--- config.mk ---
export PLATFORM = sky130hd
export DESIGN_NAME = hazard_ctrl
export DESIGN_NICKNAME = d
export VERILOG_FILES = /design/src/rtl/hazard_ctrl.sv
export SDC_FILE = /design/constraint.sdc
export NUM_CORES = 1
export LEC_CHECK = 0
export CORE_MARGIN = 2
export CORE_UTILIZATION = 40
export CTS_BUF_LIST = sky130_fd_sc_hd__clkbuf_4 sky130_fd_sc_hd__clkbuf_8
export CTS_CLUSTER_SIZE = 24
export DETAILED_ROUTE_END_ITERATION = 16
export PLACE_DENSITY = 0.75
export SETUP_SLACK_MARGIN = 0.2
export SYNTH_ARGS = -nofsm -noshare
export SYNTH_HDL_FRONTEND = slang
export SYNTH_SLANG_ARGS = --single-unit
--- constraint.sdc ---
create_clock -name clk_i -period 3.2 [get_ports clk_i]
set_input_delay 0.64 -clock clk_i [delete_from_list [all_inputs] [get_ports clk_i]]
set_output_delay 0.64 -clock clk_i [all_outputs]
set_load 0.02 [all_outputs]
--- src/rtl/hazard_ctrl.sv ---
`default_nettype none
// ============================================================================
//  Module      : hazard_ctrl
//  Description : Pipeline hazard controller for the five-stage RISC-V core.
//                Detects load-use and branch-operand dependencies, sequences
//                multi-cycle data-memory waits, and drives the PC / IF/ID
//                enables, IF/ID flush, decode bubble select and a global
//                pipeline freeze. Keeps saturating stall/flush counters and a
//                sticky memory-timeout flag.
//  Revision    : 1.0  initial release
// ============================================================================
module hazard_ctrl #(
    parameter int TIMEOUT = 1024,
    parameter int CNT_W   = 32
) (
    input  logic             clk_i,
    input  logic             rst_i,
    // instruction in ID
    input  logic [4:0]       rs1_i,
    input  logic [4:0]       rs2_i,
    input  logic             Branch_i,
    input  logic             Jump_i,
    input  logic             Ret_i,
    input  logic [1:0]       PCsrc_i,
    // instruction in EX
    input  logic             RegWriteEX_i,
    input  logic             MemReadEX_i,
    input  logic [4:0]       rdEX_i,
    // instruction in MEM
    input  logic             MemReadMEM_i,
    input  logic [4:0]       rdMEM_i,
    // data memory
    input  logic             memBusy_i,
    // pipeline control
    output logic             PCen_o,
    output logic             IFIDen_o,
    output logic             IFIDflush_o,
    output logic             controlZeroSel_o,
    output logic             stallAll_o,
    // status
    output logic [CNT_W-1:0] stallCnt_o,
    output logic [CNT_W-1:0] flushCnt_o,
    output logic             timeout_o
);

    // ------------------------------------------------------------------------
    // Constants
    // ------------------------------------------------------------------------
    localparam int                c_WAIT_W    = $clog2(TIMEOUT + 1);
    localparam logic [c_WAIT_W-1:0] c_WAIT_MAX  = c_WAIT_W'(TIMEOUT);
    localparam logic [c_WAIT_W-1:0] c_WAIT_LAST = c_WAIT_W'(TIMEOUT - 1);
    localparam logic [c_WAIT_W-1:0] c_WAIT_ONE  = c_WAIT_W'(1);
    localparam logic [CNT_W-1:0]    c_CNT_ONE   = CNT_W'(1);
    localparam int                c_NUM_PERF  = 2;

    // ------------------------------------------------------------------------
    // State machine encoding
    // ------------------------------------------------------------------------
    typedef enum logic [0:0] {
        ST_RUN      = 1'b0,
        ST_MEM_WAIT = 1'b1
    } state_t;

    state_t r_state;
    state_t w_state_nxt;

    // ------------------------------------------------------------------------
    // Internal signals
    // ------------------------------------------------------------------------
    logic                w_ex_rs1;
    logic                w_ex_rs2;
    logic                w_mem_rs1;
    logic                w_mem_rs2;
    logic                w_ex_dep_rs1;
    logic                w_ex_dep_rs2;
    logic                w_mem_dep_rs1;
    logic                w_mem_dep_rs2;
    logic                w_load_use;
    logic                w_br_dep;
    logic                w_data_stall;
    logic                w_redirect;

    logic                w_pc_en;
    logic                w_ifid_en;
    logic                w_ifid_flush;
    logic                w_ctrl_zero;
    logic                w_stall_all;

    logic [c_WAIT_W-1:0] r_wait_cnt;
    logic                r_timeout;

    logic [CNT_W-1:0]    r_perf_cnt [c_NUM_PERF];
    logic [c_NUM_PERF-1:0] w_perf_evt;

    // A jump's target does not come from a forwarded register operand, so it
    // never creates a dependency; the flag is kept on the port list only to
    // keep the decode interface uniform.
    logic                w_unused_jump;
    assign w_unused_jump = Jump_i;

    // ------------------------------------------------------------------------
    // Register-match terms; x0 is hardwired to zero and never a hazard
    // ------------------------------------------------------------------------
    assign w_ex_rs1  = (rdEX_i  != 5'd0) && (rdEX_i  == rs1_i);
    assign w_ex_rs2  = (rdEX_i  != 5'd0) && (rdEX_i  == rs2_i);
    assign w_mem_rs1 = (rdMEM_i != 5'd0) && (rdMEM_i == rs1_i);
    assign w_mem_rs2 = (rdMEM_i != 5'd0) && (rdMEM_i == rs2_i);

    // Branch comparison happens in ID, so it needs the EX result written back
    // (any register write) or a MEM-stage load that has not yet returned data.
    assign w_ex_dep_rs1  = RegWriteEX_i && w_ex_rs1;
    assign w_ex_dep_rs2  = RegWriteEX_i && w_ex_rs2;
    assign w_mem_dep_rs1 = MemReadMEM_i && w_mem_rs1;
    assign w_mem_dep_rs2 = MemReadMEM_i && w_mem_rs2;

    assign w_load_use = MemReadEX_i && (w_ex_rs1 || w_ex_rs2);

    // JALR reads only rs1; conditional branches read both sources.
    assign w_br_dep = (Branch_i && (w_ex_dep_rs1 || w_ex_dep_rs2 ||
                                    w_mem_dep_rs1 || w_mem_dep_rs2)) ||
                      (Ret_i    && (w_ex_dep_rs1 || w_mem_dep_rs1));

    assign w_data_stall = w_load_use || w_br_dep;

    // A redirect computed from stale operands is not trusted until the stall
    // has resolved.
    assign w_redirect = (PCsrc_i != 2'b00) && !w_data_stall;

    // ------------------------------------------------------------------------
    // FSM state register
    // ------------------------------------------------------------------------
    always_ff @(posedge clk_i) begin
        if (rst_i) begin
            r_state <= ST_RUN;
        end else begin
            r_state <= w_state_nxt;
        end
    end

    // FSM next state; the release cycle of a wait is handled like RUN
    always_comb begin
        w_state_nxt = r_state;
        unique case (r_state)
            ST_RUN: begin
                if (memBusy_i) begin
                    w_state_nxt = ST_MEM_WAIT;
                end
            end
            ST_MEM_WAIT: begin
                if (!memBusy_i) begin
                    w_state_nxt = ST_RUN;
                end
            end
            default: begin
                w_state_nxt = ST_RUN;
            end
        endcase
    end

    // Pipeline control outputs: reset > memory wait > data stall > redirect.
    // A busy memory freezes the pipe in both states, and a MEM_WAIT cycle with
    // the memory released falls through to the normal hazard evaluation.
    always_comb begin
        w_pc_en      = 1'b1;
        w_ifid_en    = 1'b1;
        w_ifid_flush = 1'b0;
        w_ctrl_zero  = 1'b0;
        w_stall_all  = 1'b0;
        if (rst_i) begin
            w_pc_en      = 1'b0;
            w_ifid_en    = 1'b0;
            w_ifid_flush = 1'b1;
            w_ctrl_zero  = 1'b1;
        end else if (memBusy_i) begin
            w_pc_en      = 1'b0;
            w_ifid_en    = 1'b0;
            w_stall_all  = 1'b1;
        end else if (w_data_stall) begin
            w_pc_en      = 1'b0;
            w_ifid_en    = 1'b0;
            w_ctrl_zero  = 1'b1;
        end else if (w_redirect) begin
            w_ifid_flush = 1'b1;
        end
    end

    assign PCen_o           = w_pc_en;
    assign IFIDen_o         = w_ifid_en;
    assign IFIDflush_o      = w_ifid_flush;
    assign controlZeroSel_o = w_ctrl_zero;
    assign stallAll_o       = w_stall_all;

    // Wait-cycle counter: counts busy cycles spent in MEM_WAIT, holds at
    // TIMEOUT so it cannot wrap while a stuck memory keeps the wait going
    always_ff @(posedge clk_i) begin
        if (rst_i) begin
            r_wait_cnt <= '0;
        end else if (r_state == ST_RUN) begin
            r_wait_cnt <= '0;
        end else if (memBusy_i && (r_wait_cnt != c_WAIT_MAX)) begin
            r_wait_cnt <= r_wait_cnt + c_WAIT_ONE;
        end
    end

    // Sticky timeout: set on the edge where the wait counter reaches TIMEOUT
    always_ff @(posedge clk_i) begin
        if (rst_i) begin
            r_timeout <= 1'b0;
        end else if ((r_state == ST_MEM_WAIT) && memBusy_i &&
                     (r_wait_cnt == c_WAIT_LAST)) begin
            r_timeout <= 1'b1;
        end
    end

    assign timeout_o = r_timeout;

    // ------------------------------------------------------------------------
    // Saturating performance counters: [0] stall cycles, [1] flush cycles.
    // Reset cycles are excluded since the counters are cleared then anyway.
    // ------------------------------------------------------------------------
    assign w_perf_evt[0] = !w_pc_en;
    assign w_perf_evt[1] = w_ifid_flush;

    generate
        for (genvar gi = 0; gi < c_NUM_PERF; gi++) begin : g_perf_cnt
            // Count the event, stopping at all-ones
            always_ff @(posedge clk_i) begin
                if (rst_i) begin
                    r_perf_cnt[gi] <= '0;
                end else if (w_perf_evt[gi] && (r_perf_cnt[gi] != '1)) begin
                    r_perf_cnt[gi] <= r_perf_cnt[gi] + c_CNT_ONE;
                end
            end
        end
    endgenerate

    assign stallCnt_o = r_perf_cnt[0];
    assign flushCnt_o = r_perf_cnt[1];

endmodule
`default_nettype wire

# Word level (Yosys, flattened, before mapping)
# Memories as Yosys holds them, arrays and structs flattened.
# Index checks and enable logic that the tools add are counted.
[op_classes]
n_mux = 22
bitwise = 3
n_addsub = 3
n_eq_ne = 8
n_reduce_logical = 30
[ops]
columns = ["cell", "count"]
rows = [
  ["adder 32 x 1 -> 32 bit, second input constant", 2],
  ["2-to-1 mux 32 bit", 2],
  ["inequality test 32 bit, second input constant", 2],
  ["equality test 5 bit", 4],
  ["2-to-1 mux 1 bit", 20],
  ["logical AND 1 bit", 17],
  ["adder 11 x 1 -> 11 bit, second input constant", 1],
  ["equality test 11 x 10 -> 1 bit, second input constant", 1],
  ["inequality test 11 bit, second input constant", 1],
  ["nonzero test 5 bit", 2],
  ["logical OR 1 bit", 7],
  ["zero test 1 bit", 2],
  ["OR 1 bit", 2],
  ["nonzero test 2 bit", 1],
  ["OR reduction 2 bit", 1],
  ["NOT 1 bit", 1],
]
[totals]
regBits = 13
elab_cells = 70
in_bits = 31
n_memories = 1
out_inout_bits = 70
ram_bits = 64
[memory_table]
columns = ["memory", "words", "width", "read_ports", "rd_ports_with_merged_regs", "write_ports", "line_no", "text"]
rows = [
  ["r_perf_cnt", 2, 32, 2, 0, 2, "92", "logic [CNT_W-1:0] r_perf_cnt [c_NUM_PERF];"],
]

# Depth between registers and ports, before layout
# Gate-level depths: netlist (run 1).
[logic_depth]
word_depth = 20
mapped_depth = 9
depth_no_buf = 7

# Worst setup path before layout (run 1)
# OpenSTA, ideal clock, no wires.
[synth_timing]
kind = "input to output"
from = "in rdEX_i[1]"
to = "out PCen_o"
required_time_ns = 2.560
path_slack_ns = -0.026
stages = 8
arrival_ns = 2.586
path_buffers = 3
path_cell_list = "or4_4 nor2_4 nor4_1 or4_1 buf_4 buf_2 nor2_1 buf_4"
[synth_via]
elab_chain_len = 12
elab_cells_between_ends = 20
cone_classes = "eq/ne: 2; mux: 3; reduce/logical: 15"
[synth_lines]
columns = ["element", "line_no", "text"]
rows = [
  ["from (decl)", "28", "input logic [4:0] rdEX_i,"],
  ["equality test 5 bit (tied with other cells)", "104", "assign w_ex_rs1 = (rdEX_i != 5'd0) && (rdEX_i == rs1_i);"],
  ["logical AND 1 bit (on tied branches)", "104, 105", ""],
  ["logical AND 1 bit (on tied branches)", "111, 112", ""],
  ["logical OR 1 bit (2 in series)", "119", "assign w_br_dep = (Branch_i && (w_ex_dep_rs1 || w_ex_dep_rs2 ||"],
  ["logical OR 1 bit", "120", "w_mem_dep_rs1 || w_mem_dep_rs2)) ||"],
  ["logical AND 1 bit", "119", ""],
  ["logical OR 1 bit", "120", ""],
  ["logical OR 1 bit (*)", "123", "assign w_data_stall = w_load_use || w_br_dep;"],
  ["2-to-1 mux 1 bit (*) (3 in series)", "-", ""],
  ["to (decl)", "35", "output logic PCen_o,"],
]
# Every way passes the cells marked *; elsewhere a longest branch is shown, timed or not.

# Worst setup path after layout (run 1)
[layout_timing]
from = "in rdEX_i[0]"
to = "out controlZeroSel_o"
[layout_via]
elab_chain_len = 12
elab_cells_between_ends = 20
cone_classes = "eq/ne: 2; mux: 3; reduce/logical: 15"
[layout_lines]
columns = ["element", "line_no", "text"]
rows = [
  ["equality test 5 bit (tied with other cells)", "104", ""],
  ["logical AND 1 bit (on tied branches)", "104, 105", ""],
  ["logical AND 1 bit (on tied branches)", "111, 112", ""],
  ["logical OR 1 bit (2 in series)", "119", ""],
  ["logical OR 1 bit", "120", ""],
  ["logical AND 1 bit", "119", ""],
  ["logical OR 1 bit", "120", ""],
  ["logical OR 1 bit (*)", "123", ""],
  ["2-to-1 mux 1 bit (*)", "178", "end else if (w_data_stall) begin"],
  ["2-to-1 mux 1 bit (*)", "174", "end else if (memBusy_i) begin"],
  ["2-to-1 mux 1 bit (*)", "169", "if (rst_i) begin"],
  ["to (decl)", "38", "output logic controlZeroSel_o,"],
]
# Marked as above.

==> results of run 1 <==
cell type report:
cell class,instances,share of cell area
Clock buffer,12,0.02479
Sequential cell,77,0.3276
Timing Repair Buffer,141,0.1965
Multi-Input combinational cell,347,0.4018
Tap cell,168,0.03156
Inverter,17,0.009579
Clock inverter,4,0.008264
worst max-delay path by stage:
stage                    from               end  slack [ps]  depth (start not counted)
detailed placement  rdEX_i[1]          IFIDen_o        -640                          7
global route        rdEX_i[0]  controlZeroSel_o         190                          9
CTS                 rdEX_i[4]          IFIDen_o         190                          7
floorplan           rdEX_i[1]            PCen_o         180                          8
finish              rdEX_i[0]  controlZeroSel_o         230                          9
global placement    rdEX_i[1]            PCen_o        -610                          7
placed cells by master, fill, tap and decap left out, types with 3 or more instances in the layout:
| master | netlist | final |
|---|---|---|
| sky130_fd_sc_hd__a211oi_1 | 32 | 32 |
| sky130_fd_sc_hd__a21oi_1 | 5 | 4 |
| sky130_fd_sc_hd__and2_1 | 3 | 3 |
| sky130_fd_sc_hd__and3_1 | 7 | 6 |
| sky130_fd_sc_hd__and4_1 | 10 | 10 |
| sky130_fd_sc_hd__buf_2 | 6 | 3 |
| sky130_fd_sc_hd__buf_4 | 2 | 40 |
| sky130_fd_sc_hd__buf_6 | 1 | 4 |
| sky130_fd_sc_hd__clkbuf_8 | 0 | 12 |
| sky130_fd_sc_hd__clkdlybuf4s50_1 | 0 | 81 |
| sky130_fd_sc_hd__dfxtp_1 | 13 | 13 |
| sky130_fd_sc_hd__dlygate4sd2_1 | 0 | 10 |
| sky130_fd_sc_hd__edfxtp_1 | 64 | 64 |
| sky130_fd_sc_hd__ha_1 | 4 | 4 |
| sky130_fd_sc_hd__inv_1 | 17 | 17 |
| sky130_fd_sc_hd__nand2_1 | 38 | 37 |
| sky130_fd_sc_hd__nand3_1 | 22 | 21 |
| sky130_fd_sc_hd__nand4_1 | 21 | 21 |
| sky130_fd_sc_hd__nor2_1 | 34 | 33 |
| sky130_fd_sc_hd__nor3_1 | 28 | 26 |
| sky130_fd_sc_hd__nor4_1 | 9 | 8 |
| sky130_fd_sc_hd__nor4b_1 | 6 | 6 |
| sky130_fd_sc_hd__nor4b_4 | 15 | 15 |
| sky130_fd_sc_hd__xnor2_1 | 53 | 52 |
| sky130_fd_sc_hd__xor2_1 | 35 | 34 |
state kept, by name, indices dropped and copies added (netlist names):
register    count
r_state         1
r_perf_cnt     64
timeout_o       1
r_wait_cnt     11
logic make-up (layout without fill, tap and decap cells):
logic type / Yosys count / count (layout)
AOI/OAI and AO/OA: 49 / 49
DFF: 77 / 77
and+or+nand+nor: 206 / 206
buffers and inverters: 45 / 174
xor gates and xnor gates: 88 / 88
adders and majority gates: 4 / 4
worst max-delay path, cell delays in order:
cell                              delay (ps)
sky130_fd_sc_hd__clkdlybuf4s50_1         440
sky130_fd_sc_hd__xnor2_1                 220
sky130_fd_sc_hd__nand3_2                 150
sky130_fd_sc_hd__buf_4                   170
sky130_fd_sc_hd__o22ai_2                 170
sky130_fd_sc_hd__a2bb2oi_2                80
sky130_fd_sc_hd__buf_4                   150
sky130_fd_sc_hd__a21oi_2                 130
sky130_fd_sc_hd__buf_4                   170
stage by stage:
stage | hold WS [ps] | setup TNS [ps] | setup WS, ps | utilization | instance area [um^2]
final | 519.4 | 0 | 230.5 | 0.5523 | 6661
after global routing | 547.9 | 0 | 193.7 | 0.5523 | 6661
after CTS | 522.4 | 0 | 188.1 | 0.5507 | 6643
after detailed placement | 509.3 | -18370 | -644.6 | 0.5286 | 6376
after global placement | 490.3 | -13860 | -606.7 | 0.5286 | 6376
after floorplan | 447.8 | 0 | 183.4 | - | 4976
routing by layer:
| layer | wire length [um] | up-vias | global-route usage |
|---|---|---|---|
| met1 | 5367 | 1952 | 0.2350 |
| met3 | 542 | 27 | 0.04603 |
| met2 | 6190 | 105 | 0.3115 |
| met5 | 0 | - | 0 |
| met4 | 337 | 0 | 0.07631 |
| li1 | - | 1982 | - |
timing repair:
item	in CTS	in global routing
pin swaps	13	5
resized for setup	55	4
endpoints found under the setup margin	36	11
buffers inserted	3	0
where the power goes:
part / switching [mW] / leakage (nW) / internal (mW)
logic: 0.309 / 1.29 / 0.282
registers: 0.0927 / 0.808 / 1.17
clock network: 0.376 / 0.109 / 0.427
total: 0.779 / 2.21 / 1.88
==> metrics.md, run 1 <==
| Metric | Value |
|---|---|
| Result of the run | `completed` |
| Share of flip-flops with an asynchronous set or reset | `0` |
| Netlist area before placement | `approximately 5000 um^2` |
| Share of post-route cells with drive strength above 1 | `0.1722` |
| Critical path start-end classification | `in2out` |
| Synth top area share | `0.3869` |
| Post-route fraction of the period consumed by the critical path | `0.9280` |
| Main combinational cell family by area after synthesis | `simple AND/OR/NAND/NOR gates` |
| Warnings, synthesis | `0` |
| Overall die width | `roughly 120 um` |
| Maximum number of buffers from clock root to sink | `2` |
| Worst setup SP type | `primary input` |
| Top post-synthesis cells by area | `sky130_fd_sc_hd__edfxtp_1 (39%), sky130_fd_sc_hd__xnor2_1 (9.3%), sky130_fd_sc_hd__nor4b_4 (7.2%), sky130_fd_sc_hd__xor2_1 (6.2%), sky130_fd_sc_hd__dfxtp_1 (5.2%)` |
| Sequential cell area | `2182 um^2` |
| Final setup vio count | `0` |
| Final Power | `2.655 mW` |
| Final-layout fill cell count | `around 1000` |
| Antenna diode count | `0` |
| Syn_area_per_cell | `about 11 um^2` |
| Clk Latency, worst-skew pair | `370 ps` |
| Pin count of the biggest net entering global routing | `34` |
| Setup Skew | `approximately 11 ps` |
| Area Overhead vs Synth | `34.11%` |
| Register-to-register setup slack | `approximately 600 ps` |
| Final Non-Filler Cells | `approximately 770` |
| Worst Hold Class | `reg2reg` |
| Length in cells of the worst reg-to-reg path | `7` |
| Post-synth EDFFs | `64` |
| Num Clock Sinks | `between 70 and 80` |
| Areal power density over the cells | `approximately 400 nW/um^2` |
| Antenna Nets Post-Route | `0` |
| Multiplexer share of the synthesized area | `0` |
| Yosys top cell by area | `sky130_fd_sc_hd__edfxtp_1` |
| Commonest register cell after synthesis | `sky130_fd_sc_hd__edfxtp_1` |
| IO buf count | `99` |
| Worst Hold Endpoint | `r_wait_cnt[5]` |
| Number of vias after detailed routing | `about 4100` |
| Total instance count after detailed placement | `747` |
| Number of antenna violations at the first check in global routing | `0` |
| Post-detailed-route via-to-cell ratio | `~5.3` |
| Number of instances on the worst hold path | `2` |
| Seq cells post-synth | `between 70 and 80` |
| Last weighted congestion value of the routability-driven placer | `0.8708` |
| Residual DRC | `0` |
| Crit-path max FO | `2` |
| Unrepaired setup endpoints after global routing | `no` |
| CTS H-Tree Depth | `3` |
| Max-slew violation count | `0` |
| Data arrival time of the critical path | `2330 ps` |
| Post-Synth Adder-Cell Area | `0.01008` |
| Shortest clock period the worst path allows after layout | `a little under 3000 ps` |
| Leakage power of the design | `~2.2 nW` |
| Total detailed-routing wirelength | `approximately 12 mm` |
| Transition at the pin with the smallest max-transition slack | `approximately 650 ps` |
| Mapped Cells | `around 470` |
| Via count of the first global-routing pass | `~4000` |
| Multi-input gate area in the final layout | `between 2000 and 3000 um^2` |
| Worst hold start | `r_wait_cnt[5]` |
| Number of buffers created by CTS | `9` |
| Number of detailed-routing iterations run before antenna repair | `4` |
| Floorplan die height | `approximately 120 um` |
| Reg clk slew, reported paths | `80 ps` |
| Timing-limited maximum frequency | `about 340 MHz` |
| Number of unique standard cell types used by synthesis | `42` |
| Worst reg2reg startpoint | `r_perf_cnt[0][0]` |
| Total die area | `roughly 13000 um^2` |
| Initial core utilization | `0.4118` |
| I/O Pins | `between 100 and 150` |
| First-pass GRT wire length | `just under 20 mm` |
| Number of nets at the end of the flow | `between 600 and 700` |
| Placeable Area | `roughly 12000 um^2` |
| Data required time of the critical path | `about 2600 ps` |
| Normalized max-slew margin | `0.5650` |
| Max VDD drop | `roughly 0.21 mV` |
| Simple-gate share of the synthesized area | `0.2806` |
| Cts-stage hold buffer count | `0` |
| Mean routed wirelength per cell | `between 15 and 20 um` |
| GRT Total Usage | `0.1876` |
| Dominant cell by count in the synthesized netlist | `sky130_fd_sc_hd__edfxtp_1` |
| Final hold vios | `0` |
| Cell types with the highest counts after synthesis | `sky130_fd_sc_hd__edfxtp_1 (64), sky130_fd_sc_hd__xnor2_1 (53), sky130_fd_sc_hd__nand2_1 (38), sky130_fd_sc_hd__xor2_1 (35), sky130_fd_sc_hd__nor2_1 (34)` |
| CTS tree | `done` |
| Share of synthesized area occupied by flip-flops and latches | `0.4393` |
| Post-synthesis net count | `~500` |
| XOR/XNOR share of the synthesized area | `0.1552` |
| Starting DRC count in detailed routing | `332` |
| Placement Rows | `40` |
| Critical R2R Capture | `r_perf_cnt[0][5]` |
| CTS Root Cell | `sky130_fd_sc_hd__clkbuf_8` |
| Kind of capture point of the worst setup path | `primary output` |
| Share of the synthesized area in compound gates (AO/OA/AOI/OAI) | `0.07305` |
| Total overflow reported by the global router | `0` |
| MaxCap Viol Count | `0` |
| HPWL after detailed placement | `8.565 mm` |
Power figures use the tool's default switching activity.
==> run 2, diff against run 1 <==
CTS_BUF_LIST = sky130_fd_sc_hd__clkbuf_8   (was sky130_fd_sc_hd__clkbuf_4 sky130_fd_sc_hd__clkbuf_8)
SETUP_SLACK_MARGIN = not set   (was 0.2)
==> run 2 against run 1 <==
Effect of this change:
- die area stayed put
- routed wire length is 0.88% lower
- global-route usage is 0.19 points lower
- worst hold slack better by 6.7 ps
- critical path type unchanged
- largest cell class unchanged
- highest routed layer unchanged
==> metrics.md, run 2 (synthesized netlist as in run 1, its figures left out) <==
| Metric | Value |
|---|---|
| Result of the run | `completed` |
| Most common cell after layout, fill and taps aside | `sky130_fd_sc_hd__clkdlybuf4s50_1` |
| Total overflow reported by the global router | `0` |
| CTS Root Cell | `sky130_fd_sc_hd__clkbuf_8` |
| Data required time of the critical path | `~2600 ps` |
| Length in cells of the worst reg-to-reg path | `8` |
| Data arrival time of the critical path | `about 2500 ps` |
| Total die area | `13330 um^2` |
| Shortest clock period the worst path allows after layout | `3151 ps` |
| Via count of the first global-routing pass | `about 4000` |
| Post-detailed-route via-to-cell ratio | `approximately 5.4` |
| Critical path start-end classification | `in2out` |
| Areal power density over the cells | `about 390 nW/um^2` |
| Sequential cell area | `~2200 um^2` |
| Leakage power of the design | `around 2.2 nW` |
| Final Power | `2.577 mW` |
| Worst Hold Class | `reg2reg` |
| Number of antenna violations at the first check in global routing | `0` |
| Maximum number of buffers from clock root to sink | `2` |
| Multi-input gate area in the final layout | `2628 um^2` |
| Normalized max-slew margin | `0.5538` |
| Worst setup SP type | `primary input` |
| Residual DRC | `0` |
| Area Overhead vs Synth | `32.32%` |
| Number of buffers created by CTS | `9` |
| Setup Skew | `between 15 and 20 ps` |
| HPWL after detailed placement | `about 8.5 mm` |
| Mean routed wirelength per cell | `16.18 um` |
| Antenna diode count | `0` |
| Worst reg2reg startpoint | `r_perf_cnt[0][0]` |
| Library cell contributing the largest single delay on the critical path | `sky130_fd_sc_hd__or4_4` |
| Number of nets at the end of the flow | `around 620` |
| Last weighted congestion value of the routability-driven placer | `0.8648` |
| MaxCap Viol Count | `0` |
| Max-slew violation count | `0` |
| Placeable Area | `approximately 12000 um^2` |
| Starting DRC count in detailed routing | `just over 400` |
| Worst hold margin | `approximately 530 ps` |
| IO buf count | `a little under 100` |
| Cts-stage hold buffer count | `0` |
| CTS H-Tree Depth | `3` |
| Max FFs per register | `64` |
| Number of instances on the worst hold path | `2` |
| Register-to-register setup slack | `about 750 ps` |
| Most frequent cells in the layout | `sky130_fd_sc_hd__clkdlybuf4s50_1 (93), sky130_fd_sc_hd__edfxtp_1 (64), sky130_fd_sc_hd__xnor2_1 (53), sky130_fd_sc_hd__nand2_1 (38)` |
| Critical R2R Capture | `r_perf_cnt[0][23]` |
| Buffers inserted by post-CTS timing repair | `0` |
| Post-route fraction of the period consumed by the critical path | `0.9845` |
| Pin count of the biggest net entering global routing | `34` |
| Worst hold start | `r_wait_cnt[9]` |
| Registers with the highest flip-flop counts | `r_perf_cnt: 64 flops, r_wait_cnt: 11 flops` |
| Antenna Nets Post-Route | `0` |
| Total detailed-routing wirelength | `around 12 mm` |
| Critical Path, Cell by Cell | `clkdlybuf4s50_1 -> or4_4 -> nor2_4 -> nor4_4 -> or4_4 -> nor2_4 -> buf_6` |
| Initial core utilization | `0.4118` |
| Number of detailed-routing iterations run before antenna repair | `4` |
| Clk Latency, worst-skew pair | `around 360 ps` |
| I/O Pins | `just over 100` |
| Transition at the pin with the smallest max-transition slack | `roughly 670 ps` |
| CTS tree | `done` |
| Reg clk slew, reported paths | `around 70 ps` |
| Placement Rows | `40` |
| Floorplan die height | `115.4 um` |
| Crit-path max FO | `2` |
| Final hold vios | `0` |
| GRT Total Usage | `0.1858` |
| Number of vias after detailed routing | `4102` |
| Highest cell delay on the worst timing path | `around 510 ps` |
| Worst Hold Endpoint | `r_wait_cnt[9]` |
| Share of post-route cells with drive strength above 1 | `0.1414` |
| First-pass GRT wire length | `roughly 20 mm` |
| Final-layout fill cell count | `1050` |
| Timing-limited maximum frequency | `317.4 MHz` |
| Final setup vio count | `0` |
| Kind of capture point of the worst setup path | `primary output` |
| Overall die width | `roughly 120 um` |
| Largest register by flop count | `r_perf_cnt` |
| Num Clock Sinks | `77` |
| Max VDD drop | `0.1456 mV` |
[run 2: worst max-delay path by stage]
stage	cells after the start	endpoint	slack, ps	start
5_1_grt	7	PCen_o	-9	rdEX_i[3]
6_report	7	PCen_o	50	rdEX_i[3]
2_1_floorplan	8	PCen_o	100	rdEX_i[1]
4_1_cts	7	PCen_o	20	rdEX_i[3]
3_3_place_gp	7	PCen_o	-610	rdEX_i[1]
3_5_place_dp	7	PCen_o	-660	rdEX_i[1]
[run 2: final cells by class]
| type | count | share of cell area |
|---|---|---|
| Tap cell | 168 | 0.03198 |
| Clock buffer | 10 | 0.02094 |
| Clock inverter | 6 | 0.008567 |
| Inverter | 17 | 0.009709 |
| Sequential cell | 77 | 0.3320 |
| Timing Repair Buffer | 137 | 0.1970 |
| Multi-Input combinational cell | 347 | 0.3998 |
[run 2: routing by layer]
metal / routed length [um] / vias up / track usage / part of all wire
li1: - / 1985 / - / -
met1: 5345 / 1993 / 0.2392 / 0.43
met2: 6212 / 108 / 0.3096 / 0.50
met3: 550 / 16 / 0.03713 / 0.045
met4: 220 / 0 / 0.06988 / 0.018
met5: 0 / - / 0 / 0
[run 2: what timing repair did]
item,4_1_cts,5_1_grt
pin swaps,4,2
setup endpoints to repair,4,36
gates resized for setup,22,4
[run 2: worst max-delay path, delay by kind of cell]
family,cells,cell delay [ps]
buf+inv,2,570
simple gates,5,1300
[run 2: where the power goes]
group | total, mW | leakage [nW] | switching, mW | internal [mW]
logic | 0.577 | 1.25 | 0.300 | 0.277
registers | 1.26 | 0.808 | 0.0943 | 1.17
clock network | 0.739 | 0.109 | 0.363 | 0.375
total | 2.58 | 2.16 | 0.757 | 1.82
[run 2: stage by stage]
stage,instances,worst slack [ps],TNS [ps],util,cell area (um^2)
floorplan,469,98.65,0,-,4970
global placement,746,-615.0,-10540,0.5275,6362
detailed placement,746,-660.5,-12270,0.5275,6362
CTS,762,17.08,0,0.5448,6571
global route,762,-8.622,-16.58,0.5449,6573
finish,762,49.45,0,0.5449,6573
==> run 3, diff against run 2 <==
ABC_AREA = 1   (was not set)
==> run 3 against run 2 <==
Effect of this change:
- critical path depth increased by 5
- die area increased by 2.0%
- sequential cell count unchanged
- setup slack improved by 230 ps
- sequential share of layout area increased by 0.84 points
- cell area decreased by 2.5%
- combinational power decreased by 12%
- critical path type unchanged
- critical endpoint is now IFIDen_o
- highest routed layer unchanged
==> metrics.md, run 3 <==
| Metric | Value |
|---|---|
| Result of the run | `completed` |
| Number of nets at the end of the flow | `roughly 780` |
| Post-Synth Adder-Cell Area | `0.009872` |
| Final Non-Filler Cells | `roughly 930` |
| Normalized max-slew margin | `0.6631` |
| Main combinational cell family by area after synthesis | `simple AND/OR/NAND/NOR gates` |
| Antenna diode count | `0` |
| Syn_area_per_cell | `about 8 um^2` |
| Initial core utilization | `0.4050` |
| Transition at the pin with the smallest max-transition slack | `around 500 ps` |
| Data required time of the critical path | `between 2000 and 3000 ps` |
| Placement Rows | `between 40 and 50` |
| Maximum number of buffers from clock root to sink | `2` |
| Library cell contributing the largest single delay on the critical path | `sky130_fd_sc_hd__clkdlybuf4s50_1` |
| Worst Hold Endpoint | `timeout_o` |
| IO buf count | `roughly 100` |
| Buffers inserted by post-CTS timing repair | `0` |
| Areal power density over the cells | `373.4 nW/um^2` |
| Antenna Nets Post-Route | `0` |
| Residual DRC | `0` |
| Simple-gate share of the synthesized area | `0.3142` |
| Setup Skew | `approximately 15 ps` |
| Area Overhead vs Synth | `26.43%` |
| Top post-synthesis cells by area | `sky130_fd_sc_hd__edfxtp_1 (38%), sky130_fd_sc_hd__nand2_1 (9.9%), sky130_fd_sc_hd__nor2_1 (8.3%), sky130_fd_sc_hd__inv_1 (7.5%), sky130_fd_sc_hd__xnor2_1 (6.6%)` |
| Number of detailed-routing iterations run before antenna repair | `4` |
| Number of vias after detailed routing | `around 4300` |
| Total die area | `around 14000 um^2` |
| Final hold vios | `0` |
| Cts-stage hold buffer count | `0` |
| Max-slew violation count | `0` |
| CTS Root Cell | `sky130_fd_sc_hd__clkbuf_8` |
| Multiplexer share of the synthesized area | `0` |
| Worst setup SP type | `primary input` |
| Via count of the first global-routing pass | `about 3800` |
| Final worst slack | `between 200 and 300 ps` |
| XOR/XNOR share of the synthesized area | `0.1296` |
| Overall die width | `between 100 and 150 um` |
| Cell types with the highest counts after synthesis | `sky130_fd_sc_hd__nand2_1 (134), sky130_fd_sc_hd__nor2_1 (112), sky130_fd_sc_hd__inv_1 (101), sky130_fd_sc_hd__edfxtp_1 (64), sky130_fd_sc_hd__xnor2_1 (38)` |
| Kind of capture point of the worst setup path | `primary output` |
| Registers with the highest flip-flop counts | `r_perf_cnt: 64 flops, r_wait_cnt: 11 flops` |
| Critical R2R Capture | `r_perf_cnt[1][21]` |
| Length in cells of the worst reg-to-reg path | `11` |
| Number of unique standard cell types used by synthesis | `34` |
| Number of instances on the worst hold path | `2` |
| Number of buffers created by CTS | `9` |
| Share of post-route cells with drive strength above 1 | `0.06906` |
| HPWL after detailed placement | `8.439 mm` |
| Commonest register cell after synthesis | `sky130_fd_sc_hd__edfxtp_1` |
| Post-detailed-route via-to-cell ratio | `about 4.6` |
| Placeable Area | `roughly 13000 um^2` |
| Crit-path max FO | `4` |
| Mean routed wirelength per cell | `roughly 12 um` |
| Data arrival time of the critical path | `~2300 ps` |
| Worst hold margin | `roughly 500 ps` |
| Final setup vio count | `0` |
| Final-layout setup total negative slack | `0 ps` |
| Critical Path, Cell by Cell | `clkdlybuf4s50_1 -> inv_1 -> o21ai_0 -> inv_1 -> nand2_1 -> nor2_1 -> nand2_1 -> nand2_1 -> o21ai_0 -> nand3_1 -> nor2_1 -> clkbuf_2` |
| Warnings, synthesis | `0` |
| Post-synth EDFFs | `between 60 and 70` |
| Most frequent cells in the layout | `sky130_fd_sc_hd__nand2_1 (134), sky130_fd_sc_hd__nor2_1 (112), sky130_fd_sc_hd__inv_1 (102), sky130_fd_sc_hd__clkdlybuf4s50_1 (95), sky130_fd_sc_hd__edfxtp_1 (64)` |
| Synth top area share | `0.3791` |
| Number of antenna violations at the first check in global routing | `0` |
| Num Clock Sinks | `just under 80` |
| Max FFs per register | `64` |
| Most common cell after layout, fill and taps aside | `sky130_fd_sc_hd__nand2_1` |
| Share of synthesized area occupied by flip-flops and latches | `0.4304` |
| Number of buffer and inverter stages on the critical path | `4` |
| Reg clk slew, reported paths | `80 ps` |
| I/O Pins | `101` |
| MaxCap Viol Count | `0` |
| Final-layout fill cell count | `~1300` |
| Leakage power of the design | `around 2.4 nW` |
| Shortest clock period the worst path allows after layout | `about 3000 ps` |
| Total instance count after detailed placement | `roughly 900` |
| Netlist area before placement | `just over 5000 um^2` |
| Total overflow reported by the global router | `0` |
| Worst reg2reg startpoint | `r_perf_cnt[1][0]` |
| CTS tree | `done` |
| Share of the synthesized area in compound gates (AO/OA/AOI/OAI) | `0.02246` |
| Final design instance area without fill | `roughly 6400 um^2` |
| Mapped Cells | `640` |
| Timing-limited maximum frequency | `between 300 and 400 MHz` |
| Total detailed-routing wirelength | `11.14 mm` |
| Highest cell delay on the worst timing path | `~480 ps` |
| Post-route fraction of the period consumed by the critical path | `0.9137` |
| Pre-CTS WS | `-138.6 ps` |
| Yosys top cell by area | `sky130_fd_sc_hd__edfxtp_1` |
| Largest register by flop count | `r_perf_cnt` |
| Share of flip-flops with an asynchronous set or reset | `0` |
| Critical path start-end classification | `in2out` |
| Seq cells post-synth | `77` |
| Worst Hold Class | `reg2reg` |
| Max VDD drop | `between 0.1 and 0.15 mV` |
| Dominant delay contributor by cell family on the critical path | `buffers and inverters` |
| Post-synthesis net count | `between 600 and 700` |
| Last weighted congestion value of the routability-driven placer | `0.8648` |
| Cell type with the highest occurrence count on the critical path | `sky130_fd_sc_hd__nand2_1` |
| Starting DRC count in detailed routing | `263` |
| Pin count of the biggest net entering global routing | `33` |
| Placed Instance Area | `about 6300 um^2` |
| Unrepaired setup endpoints after global routing | `no` |
| Register-to-register setup slack | `between 700 and 800 ps` |
| First-pass GRT wire length | `roughly 18 mm` |
| Dominant cell by count in the synthesized netlist | `sky130_fd_sc_hd__nand2_1` |
| Clk Latency, worst-skew pair | `between 300 and 400 ps` |
| Floorplan die height | `about 120 um` |
| GRT Total Usage | `0.1676` |
| Worst hold start | `timeout_o` |
| CTS H-Tree Depth | `3` |
run 3: cell types whose count changed after synthesis, sizes merged, moves of 5 or more:
cell | previous run | this run
nor4 | 11 | 6
and4 | 10 | 0
nor2 | 35 | 129
nand2 | 38 | 137
nor4b | 22 | 0
and3 | 7 | 2
o21ai | 2 | 8
a211oi | 32 | 1
clkbuf | 18 | 2
xnor2 | 53 | 38
inv | 17 | 101
run 3: kinds of logic after synthesis:
logic type	count (synthesis)
compound gates	21
fa+ha+maj	4
flops	77
buf+inv	111
simple gates	352
xor+xnor	75
run 3: where the power goes:
group / total (mW) / internal, mW / switching, mW
Clock: 0.623 / 0.269 / 0.353
Combinational: 0.510 / 0.235 / 0.275
Sequential: 1.26 / 1.17 / 0.0933
run 3: worst min-delay path, stage by stage, from the launching register on:
cell	delay [ps]
sky130_fd_sc_hd__dfxtp_1	340
sky130_fd_sc_hd__a31oi_1	40
sky130_fd_sc_hd__nor2_1	70
run 3: metal layers:
layer	global-route usage	routed length, um	vias up
li1	-	-	2253
met1	0.2336	5459	1921
met2	0.2674	5104	94
met3	0.02283	487	7
met4	0.06118	90	0
met5	0	0	-
run 3: metrics by stage:
| stage | power, mW | utilization |
|---|---|---|
| 6_report | 2.394 | 0.5121 |
| 2_1_floorplan | 1.554 | - |
| 5_1_grt | 2.510 | 0.5121 |
| 4_1_cts | 2.421 | 0.5133 |
| 3_3_place_gp | 1.794 | 0.5012 |
| 3_5_place_dp | 1.799 | 0.5012 |
run 3: final cells by class:
| type | count | area, um^2 | share of cell area |
|---|---|---|---|
| clock buffer | 9 | 123.9 | 0.01932 |
| clock inverter | 6 | 32.53 | 0.005075 |
| inverter | 102 | 382.9 | 0.05973 |
| multi-input combinational | 452 | 2417 | 0.3771 |
| sequential | 77 | 2182 | 0.3404 |
| tap | 172 | 215.2 | 0.03357 |
| timing repair buffer | 107 | 1056 | 0.1647 |
run 3: how the worst max path moves through the flow:
stage	endpoint	cells past startpoint	start	slack, ps
floorplan	r_perf_cnt[1][0]	13	rdMEM_i[1]	480
global placement	PCen_o	12	rdMEM_i[3]	-140
detailed placement	IFIDen_o	12	rdMEM_i[3]	-140
CTS	IFIDflush_o	14	rdMEM_i[3]	130
global route	controlZeroSel_o	12	rdEX_i[4]	50
finish	IFIDen_o	12	rdMEM_i[3]	280
run 3: repair_timing:
action	in CTS	in global routing
hold endpoints to repair	0	0
endpoints found under the setup margin	4	4
resized for setup	4	9
